--- src/rtl/ewh_pkg.sv ---
// Shared types and constants for the photodiode hit path.
package ewh_pkg;

    localparam logic [3:0] NO_TARGET = 4'hF;

    typedef enum logic [1:0] {
        IDLE,
        QUAL_HI,
        LIT,
        QUAL_LO
    } chan_state_e;

    typedef logic [3:0] sensor_idx_t;

endpackage

--- src/rtl/photo_debounce_channel.sv ---
// One photodiode channel: 2-flop synchroniser, level debouncer and a
// registered one-cycle strike pulse per qualified illumination.
module photo_debounce_channel
    import ewh_pkg::*;
#(
    parameter int unsigned DEBOUNCE_CYCLES = 4
) (
    input  logic clk_i,
    input  logic rst_i,
    input  logic photo_i,
    output logic strike_o
);

    localparam int unsigned CW = $clog2(DEBOUNCE_CYCLES + 1);
    localparam logic [CW-1:0] CNT_LAST = CW'(DEBOUNCE_CYCLES - 1);

    logic          sync1_q, sync2_q;
    chan_state_e   state_q, state_d;
    logic [CW-1:0] cnt_q, cnt_d;
    logic          strike_q, strike_d;

    always_ff @(posedge clk_i) begin
        if (rst_i) begin
            sync1_q  <= 1'b0;
            sync2_q  <= 1'b0;
            state_q  <= IDLE;
            cnt_q    <= '0;
            strike_q <= 1'b0;
        end else begin
            sync1_q  <= photo_i;
            sync2_q  <= sync1_q;
            state_q  <= state_d;
            cnt_q    <= cnt_d;
            strike_q <= strike_d;
        end
    end

    always_comb begin
        state_d = state_q;
        cnt_d   = cnt_q;
        unique case (state_q)
            IDLE: begin
                if (sync2_q) begin
                    state_d = QUAL_HI;
                    cnt_d   = CW'(1);
                end
            end
            QUAL_HI: begin
                if (sync2_q) begin
                    cnt_d = cnt_q + 1'b1;
                    if (cnt_q == CNT_LAST) state_d = LIT;
                end else begin
                    state_d = IDLE;
                    cnt_d   = '0;
                end
            end
            LIT: begin
                if (!sync2_q) begin
                    state_d = QUAL_LO;
                    cnt_d   = CW'(1);
                end
            end
            QUAL_LO: begin
                if (!sync2_q) begin
                    cnt_d = cnt_q + 1'b1;
                    if (cnt_q == CNT_LAST) state_d = IDLE;
                end else begin
                    state_d = LIT;
                end
            end
            default: begin
                state_d = IDLE;
                cnt_d   = '0;
            end
        endcase
    end

    // Strike fires on the QUAL_HI -> LIT transition only; QUAL_LO -> LIT is silent.
    always_comb begin
        strike_d = (state_q == QUAL_HI) && sync2_q && (cnt_q == CNT_LAST);
    end

    assign strike_o = strike_q;

endmodule

--- src/rtl/photo_hit_detector.sv ---
// Photodiode hit detector: per-channel debounce, pending-bit merge, event
// FIFO with valid/ready head and sticky per-target hit flags.
module photo_hit_detector
    import ewh_pkg::*;
#(
    parameter int unsigned NUM_SENSORS     = 10,
    parameter int unsigned DEBOUNCE_CYCLES = 4,
    parameter int unsigned FIFO_DEPTH      = 4
) (
    input  logic                   clock,
    input  logic                   reset,
    input  logic [NUM_SENSORS-1:0] photo_array,
    input  logic [3:0]             target_a,
    input  logic [3:0]             target_b,
    output logic                   hit_valid,
    output logic [3:0]             hit_index,
    input  logic                   hit_ready,
    output logic                   hit_a,
    output logic                   hit_b
);

    localparam int unsigned PW = $clog2(FIFO_DEPTH);
    localparam int unsigned CW = $clog2(FIFO_DEPTH + 1);

    logic [NUM_SENSORS-1:0] strike;
    logic [NUM_SENSORS-1:0] pending_q, pending_d, grant_mask;
    logic                   grant_vld;
    sensor_idx_t            grant_idx;

    sensor_idx_t            mem_q [FIFO_DEPTH];
    logic [PW-1:0]          wr_ptr_q, rd_ptr_q;
    logic [CW-1:0]          count_q, count_d;
    logic                   full, push, pop;

    logic [3:0]             target_a_prev_q, target_b_prev_q;
    logic                   hit_a_q, hit_a_d, hit_b_q, hit_b_d;
    logic                   strike_a, strike_b;

    for (genvar g = 0; g < NUM_SENSORS; g++) begin : g_chan
        photo_debounce_channel #(
            .DEBOUNCE_CYCLES(DEBOUNCE_CYCLES)
        ) u_chan (
            .clk_i   (clock),
            .rst_i   (reset),
            .photo_i (photo_array[g]),
            .strike_o(strike[g])
        );
    end

    always_comb begin
        grant_vld  = 1'b0;
        grant_idx  = '0;
        grant_mask = '0;
        for (int unsigned i = 0; i < NUM_SENSORS; i++) begin
            if (!grant_vld && pending_q[i]) begin
                grant_vld     = 1'b1;
                grant_idx     = sensor_idx_t'(i);
                grant_mask[i] = 1'b1;
            end
        end
    end

    assign full = (count_q == CW'(FIFO_DEPTH));
    assign pop  = (count_q != '0) && hit_ready;
    assign push = grant_vld && (!full || pop);

    // A strike on an already pending channel merges into the same bit.
    assign pending_d = (pending_q & ~(push ? grant_mask : '0)) | strike;

    always_comb begin
        count_d = count_q;
        unique case ({push, pop})
            2'b10:   count_d = count_q + 1'b1;
            2'b01:   count_d = count_q - 1'b1;
            default: count_d = count_q;
        endcase
    end

    always_comb begin
        strike_a = 1'b0;
        strike_b = 1'b0;
        for (int unsigned i = 0; i < NUM_SENSORS; i++) begin
            if (strike[i] && target_a == sensor_idx_t'(i)) strike_a = 1'b1;
            if (strike[i] && target_b == sensor_idx_t'(i)) strike_b = 1'b1;
        end
        hit_a_d = hit_a_q;
        hit_b_d = hit_b_q;
        if (target_a != target_a_prev_q) hit_a_d = 1'b0;
        else if (strike_a)                hit_a_d = 1'b1;
        if (target_b != target_b_prev_q) hit_b_d = 1'b0;
        else if (strike_b)                hit_b_d = 1'b1;
    end

    always_ff @(posedge clock) begin
        if (reset) begin
            pending_q       <= '0;
            wr_ptr_q        <= '0;
            rd_ptr_q        <= '0;
            count_q         <= '0;
            target_a_prev_q <= '0;
            target_b_prev_q <= '0;
            hit_a_q         <= 1'b0;
            hit_b_q         <= 1'b0;
            for (int unsigned i = 0; i < FIFO_DEPTH; i++) mem_q[i] <= '0;
        end else begin
            pending_q       <= pending_d;
            count_q         <= count_d;
            target_a_prev_q <= target_a;
            target_b_prev_q <= target_b;
            hit_a_q         <= hit_a_d;
            hit_b_q         <= hit_b_d;
            if (push) begin
                mem_q[wr_ptr_q] <= grant_idx;
                wr_ptr_q        <= wr_ptr_q + 1'b1;
            end
            if (pop) rd_ptr_q <= rd_ptr_q + 1'b1;
        end
    end

    assign hit_valid = (count_q != '0);
    assign hit_index = mem_q[rd_ptr_q];
    assign hit_a     = hit_a_q;
    assign hit_b     = hit_b_q;

endmodule

--- config.mk ---
export PLATFORM = sky130hd
export DESIGN_NAME = photo_hit_detector
export DESIGN_NICKNAME = d
export VERILOG_FILES = /design/src/rtl/ewh_pkg.sv /design/src/rtl/photo_debounce_channel.sv /design/src/rtl/photo_hit_detector.sv
export SDC_FILE = /design/constraint.sdc
export NUM_CORES = 1
export LEC_CHECK = 0
export CELL_PAD_IN_SITES_DETAIL_PLACEMENT = 0
export CELL_PAD_IN_SITES_GLOBAL_PLACEMENT = 1
export CORE_ASPECT_RATIO = 0.75
export CORE_MARGIN = 1.5
export CORE_UTILIZATION = 50
export CTS_BUF_LIST = sky130_fd_sc_hd__clkbuf_8
export DETAILED_ROUTE_END_ITERATION = 12
export HOLD_SLACK_MARGIN = 0.08
export PLACE_DENSITY = 0.81
export RECOVER_POWER = 100
export SLEW_MARGIN = 5
export SYNTH_ARGS = -nofsm -noshare
export SYNTH_HDL_FRONTEND = slang
export SYNTH_HIERARCHICAL = 1
export SYNTH_SLANG_ARGS = --single-unit
--- constraint.sdc ---
create_clock -name clock -period 7.3 [get_ports clock]
set_input_delay 1.46 -clock clock [delete_from_list [all_inputs] [get_ports clock]]
set_output_delay 1.46 -clock clock [all_outputs]
set_load 0.1 [all_outputs]
Word level (Yosys, flattened, before mapping)
Memories as Yosys holds them, arrays and structs flattened. A register that Yosys moved wholly into a read port is not among the register bits.
Index checks and enable logic that the tools add are counted.

storage, ports and cells
  flip-flop bits (word level) = 107
  latch bits = 0
  RAM bits = 16
  bits in read-only memories = 0
  input bits = 21
  output and inout port bits = 7
  memories = 1

operators by class
  add/sub/neg operators = 14
  multiply operators = 0
  divide/modulo/power cells = 0
  order comparisons = 0
  eq/ne operators = 113
  shift-type cells = 0
  muxes and demuxes = 180
  bitwise gates (word level) = 3
  reduce and logical (&&, ||, !) cells = 99

memories
  memory  depth  width  read ports  clocked after Yosys merged registers in  wr ports  line                      RTL
  mem_q   4      4      1           1                                        4         photo_hit_detector.sv:30  sensor_idx_t mem_q [FIFO_DEPTH];

operator list
  kind                   count
  $mux W2                63
  $mux W3                40
  $pmux W3 S4            10
  $pmux W2 S4            10
  $logic_and A1 B1 Y1    51
  $mux W1                46
  $eq A2 B2 Y1 const B   21
  $ne A2 B2 Y1 const B   20
  $reduce_and A4 Y1      10
  $mux W4                9
  $add A3 B1 Y3 const B  11
  $eq A4 B3 Y1 const B   8
  $eq A3 B2 Y1 const B   10
  $ne A3 B1 Y1 const B   10
  $ne A3 B3 Y1 const B   10
  $reduce_and A3 Y1      10
  $eq A2 B1 Y1 const B   11
  $logic_not A2 Y1       10
  $ne A2 B1 Y1 const B   10
  $eq A4 B2 Y1 const B   4
  $eq A4 B4 Y1 const B   4
  $and A10 B10 Y10       1
  $logic_not A1 Y1       10
  $mux W10               1
  other kinds (14)       19

Logic depth before layout (Yosys ltp)
  depth after elaboration = 34
  depth in mapped cells = 9
  gate-level depth less buffers = 9

Hierarchy
The synthesis kept the hierarchy.

modules (own cells, without submodules)
  module                  instances  cells an instance  area each (um^2)
  photo_debounce_channel  10         37                 376.6
  photo_hit_detector      1          214                2,173.3

Least setup slack after synthesis
No wires, ideal clock.

  path kind = in2reg
  start point = input port hit_ready
  end point = register count_q[2]
  arrival time = 3.327 ns
  slack = 3.903 ns
  stages = 9
  path buffers = 0
  path through = or4b_4 > o31a_4 > clkinv_4 > ha_1 > inv_1 > fa_1 > xor2_1 > or3_1 > a21oi_1

on the way
  longest elaborated chain between the ends = 5
  elaborated cells between the ends (all ways) = 7

ends and longest elaborated chain
  element                                            line                       RTL
  start, declared                                    photo_hit_detector.sv:17   input logic hit_ready,
  $logic_and A1 B1 Y1 (*)                            photo_hit_detector.sv:64   assign pop = (count_q != '0) && hit_ready;
  $logic_or A1 B1 Y1                                 photo_hit_detector.sv:65   assign push = grant_vld && (!full || pop);
  $logic_and A1 B1 Y1                                photo_hit_detector.sv:65
  $eq A2 B1 Y1 or $eq A2 B2 Y1 (tied branches)       photo_hit_detector.sv:72   unique case ({push, pop})
  $pmux W3 S2 or $reduce_bool A2 Y1 (tied branches)  -
  end signal, assigned                               photo_hit_detector.sv:107  count_q <= count_d;
  end, declared                                      photo_hit_detector.sv:32   logic [CW-1:0] count_q, count_d;

Mark *: on every way between the ends. The rest lies on a longest branch, timed or not.
A chain may end at the register's enable or synchronous reset.

==> results.txt <==
----------------------------------------------------
[Status]
  Status ... finished, violations left
  Violations in the final reports ... max-capacitance violations, max-slew violations

[Synthesis]
  Primary FF master, synth ... dfxtp_1
  Proportion of synthesized chip area in sequential cells ... 44.83%
  Cell Area, Synth ... 0.005939 sq mm
  Synth cell types ... 50
  Post-synthesis area per instance ... 10.17 sq um
  Net count after synthesis ... 627
  Most frequent cell after synthesis ... dfxtp_1
  Biggest area consumer among synthesized cells ... dfxtp_1
  Async set or reset register ratio after synthesis ... 0%
  Area share of the leading cell type in the synthesized netlist ... 36.74%
  Number of warnings reported in the yosys synthesis log ... 6
  Post-Syn Instances ... 584
  Cell types occupying the most area after synthesis ... dfxtp_1 (37%), edfxtp_1 (8.1%), nand2b_4 (4.6%)
  Most frequent cells after synthesis ... dfxtp_1 (109), nand2_1 (50), a21oi_1 (42)
  Flops & latches, synth ... 125
  Count of flip-flops with a built-in enable after synthesis ... 16

[CTS]
  Maximum root-to-sink buffer count ... 2
  Reg clk slew, reported paths ... 0.07 ns
  Clock Tree Root ... clkbuf_8
  # Post-CTS Setup Buffers ... 0
  Worst-skew pair later-pin latency ... 0.42 ns
  # hold bufs at CTS ... 0
  Post_cts resized ... 0
  CTS tree ... yes
  Total number of clock tree sinks ... 125
  Num CTS Buffers ... 17
  # H-tree levels ... 4

[Placement]
  Post-detail-place hpwl ... 7.234 mm
  Routability Congestion ... 0.7837
  Number of cells in the design after placement ... 742
  Count of buffers inserted at the top-level ports ... 27

[STA]
  Max Transition Viols Final ... 53
  Worst slew pin tran ... 2.392 ns
  Number of hold-slack violations in the final timing report ... 0
  Final count of negative-setup-slack endpoints ... 0
  Unrepaired setup endpoints after global routing ... false
  Period Utilization, post-route ... 54.31%
  Maximum operating frequency ... 252.2 MHz
  Total Negative Setup Slacks ... 0 ns
  Clk_skew ... 0.01106 ns
  Worst-case headroom to the max-slew limit ... -59.44%
  Post-layout minimum cycle time ... 3.964 ns

[Setup path]
  Crit path max fanout ... 52
  Worst EP required ... 7.35 ns
  Critical Path AT ... 4.01 ns
  Slowest cell on the critical path ... clkbuf_1
  Highest cell delay on the worst timing path ... 1.66 ns
  Startpoint kind of the worst setup timing path ... input port
  Critical Setup Path Class ... input port to register
  R2R setup slack ... 4.54 ns
  Kind of capture point of the worst setup path ... register
  Reg2reg path depth ... 9
  Cell Chain, Critical Path ... clkbuf_1, inv_1, o21ai_0

[Global route]
  Largest net degree at the start of global routing ... 65
  Initial antenna violation count ... 0
  Remaining global-route overflow ... 0
  GRT Total Usage ... 18.65%
  Number of global-route vias before repair ... 4048
  First-pass GRT wire length ... 18.73 mm

[Floorplan]
  Area enclosed by the die boundary ... 0.01255 sq mm
  IO Count ... 28
  Area inside the core boundary ... 0.01157 sq mm
  FP Rows ... 34
  Die Span Y ... 97.39 um
  Initial Utilization ... 51.33%
  Die Width ... 128.9 um

[Drt]
  Ratio of routed vias to standard cells ... 5.252
  Number of vias in the routed layout ... 4065
  Overall routed net length ... 10.62 mm
  Mean routed wirelength per cell ... 13.72 um
  1st-iter DRT viols ... 148
  Number of DRC violations after detailed routing ... 0
  Number of iterations in the first detailed-routing pass ... 5
  Antenna violation net count after detailed routing ... 0

[Hold path]
  Depth of the worst hold-timing path ... 1
  Type of the worst min-delay path ... register to register

[Finish]
  Number of nets in the layout ... 642
  Count of inserted antenna diode cells ... 0
  Number of filler cells placed in the layout ... 1022
  Final cell count without fillers ... 774
  Layout Area Growth over Synthesis ... 11.38%
  Proportion of layout cells with a drive suffix above 1 ... 14.71%

[Run]
  Maxcap violations ... 1

[Power]
  Power Density ... 219.0 mW/mm^2
  Leakage ... 0.002199 uW
  Maximum vdd ir drop ... 0.0001291 V

----------------------------------------------------
-- final timing paths --
kind                                  startpoint                                   to
max reg2reg              pending_q[0]$_SDFF_PP0_              count_q[2]$_SDFFE_PP0P_
min          g_chan[9].u_chan/sync1_q$_SDFF_PP0_  g_chan[9].u_chan/sync2_q$_SDFF_PP0_
min reg2reg  g_chan[9].u_chan/sync1_q$_SDFF_PP0_  g_chan[9].u_chan/sync2_q$_SDFF_PP0_
max                                        reset                mem_q[3][0]$_DFFE_PP_
-- flip-flops by register name, indices dropped and copies added (netlist names), named ones only --
name and flops:
wr_ptr_q 2, count_q 3, g_chan.u_chan/strike_o 10, hit_a 1
g_chan.u_chan/sync2_q 10, g_chan.u_chan/sync1_q 10, g_chan.u_chan/state_q 10, target_b_prev_q 4
target_a_prev_q 4, rd_ptr_q 2, pending_q 10, hit_b 1
g_chan.u_chan/cnt_q 30, mem_q 16
-- area by class of cell --
| type | instances | area (sq um) | area share, % |
|---|---|---|---|
| multi-input combinational | 397 | 2927 | 44.24 |
| timing repair buffer | 28 | 271.5 | 4.104 |
| inverter | 30 | 117.6 | 1.778 |
| clock inverter | 13 | 172.7 | 2.610 |
| tap | 162 | 202.7 | 3.064 |
| sequential | 125 | 2663 | 40.25 |
| clock buffer | 19 | 261.5 | 3.953 |
-- power by group --
group / total [uW] / internal, uW / switching [uW]
sequential: 725 / 710 / 14.8
clock: 653 / 387 / 266
combinational: 70.6 / 35.1 / 35.5
-- metrics by stage --
| stage | setup WS [ns] | total power, uW | hold slack (ns) | util (%) | cell area [sq um] |
|---|---|---|---|---|---|
| after floorplan | 3.903 | 789.0 | 0.4138 | - | 5939 |
| after global placement | 3.375 | 810.3 | 0.4181 | 53.75 | 6220 |
| after detailed placement | 3.327 | 812.5 | 0.4220 | 53.75 | 6220 |
| after CTS | 3.412 | 1468 | 0.4397 | 57.50 | 6654 |
| after global routing | 3.042 | 1505 | 0.4585 | 57.17 | 6615 |
| final | 3.336 | 1448 | 0.4380 | 57.17 | 6615 |
-- critical path: cells and delay by family --
kind                   cells  cell delay (ns)
buffers and inverters      2             2.07
AO/OA/AOI/OAI              1             0.45
-- per-layer routing --
layer	vias up	wire, um	GRT usage (%)
met1	1907	5414	24.89
met2	40	4749	28.63
met5	-	0	0
met4	0	97	7.433
li1	2112	-	-
met3	6	360	5.121
-- cell families (layout without fill, tap and decap cells) --
family / after synthesis / after routing / synth area share (%)
adders and majority gates: 22 / 22 / 4.761
AOI/OAI and AO/OA: 128 / 128 / 15.61
xor gates and xnor gates: 24 / 24 / 3.539
muxes: 22 / 22 / 4.845
buffers and inverters: 62 / 90 / 5.309
and+or+nand+nor: 201 / 201 / 21.11
DFF: 125 / 125 / 44.83
-- placed cells by master, fill, tap and decap left out, types with 3 or more instances in the layout --
cell	netlist	final
nor3_1	14	14
dfxtp_1	109	109
dlygate4sd3_1	0	7
bufinv_16	0	4
a21oi_2	10	4
clkbuf_8	0	19
a31oi_1	10	10
ha_1	21	21
nand2b_4	20	20
edfxtp_1	16	16
o21ba_2	10	10
clkinv_2	0	4
nand3_1	16	16
a211o_1	10	10
nor2_1	33	33
a31o_1	11	11
nor4b_1	25	25
a211oi_1	5	5
o21ai_0	5	6
clkdlybuf4s50_1	0	19
mux2_2	14	14
mux2i_1	4	4
nand2_1	50	50
mux4_2	4	4
a221oi_1	10	10
nor2b_1	29	29
a21oi_1	42	48
inv_1	29	31
clkinv_4	1	3
xnor2_1	18	18
xor2_1	6	6
(Power assumes the default switching activity.)
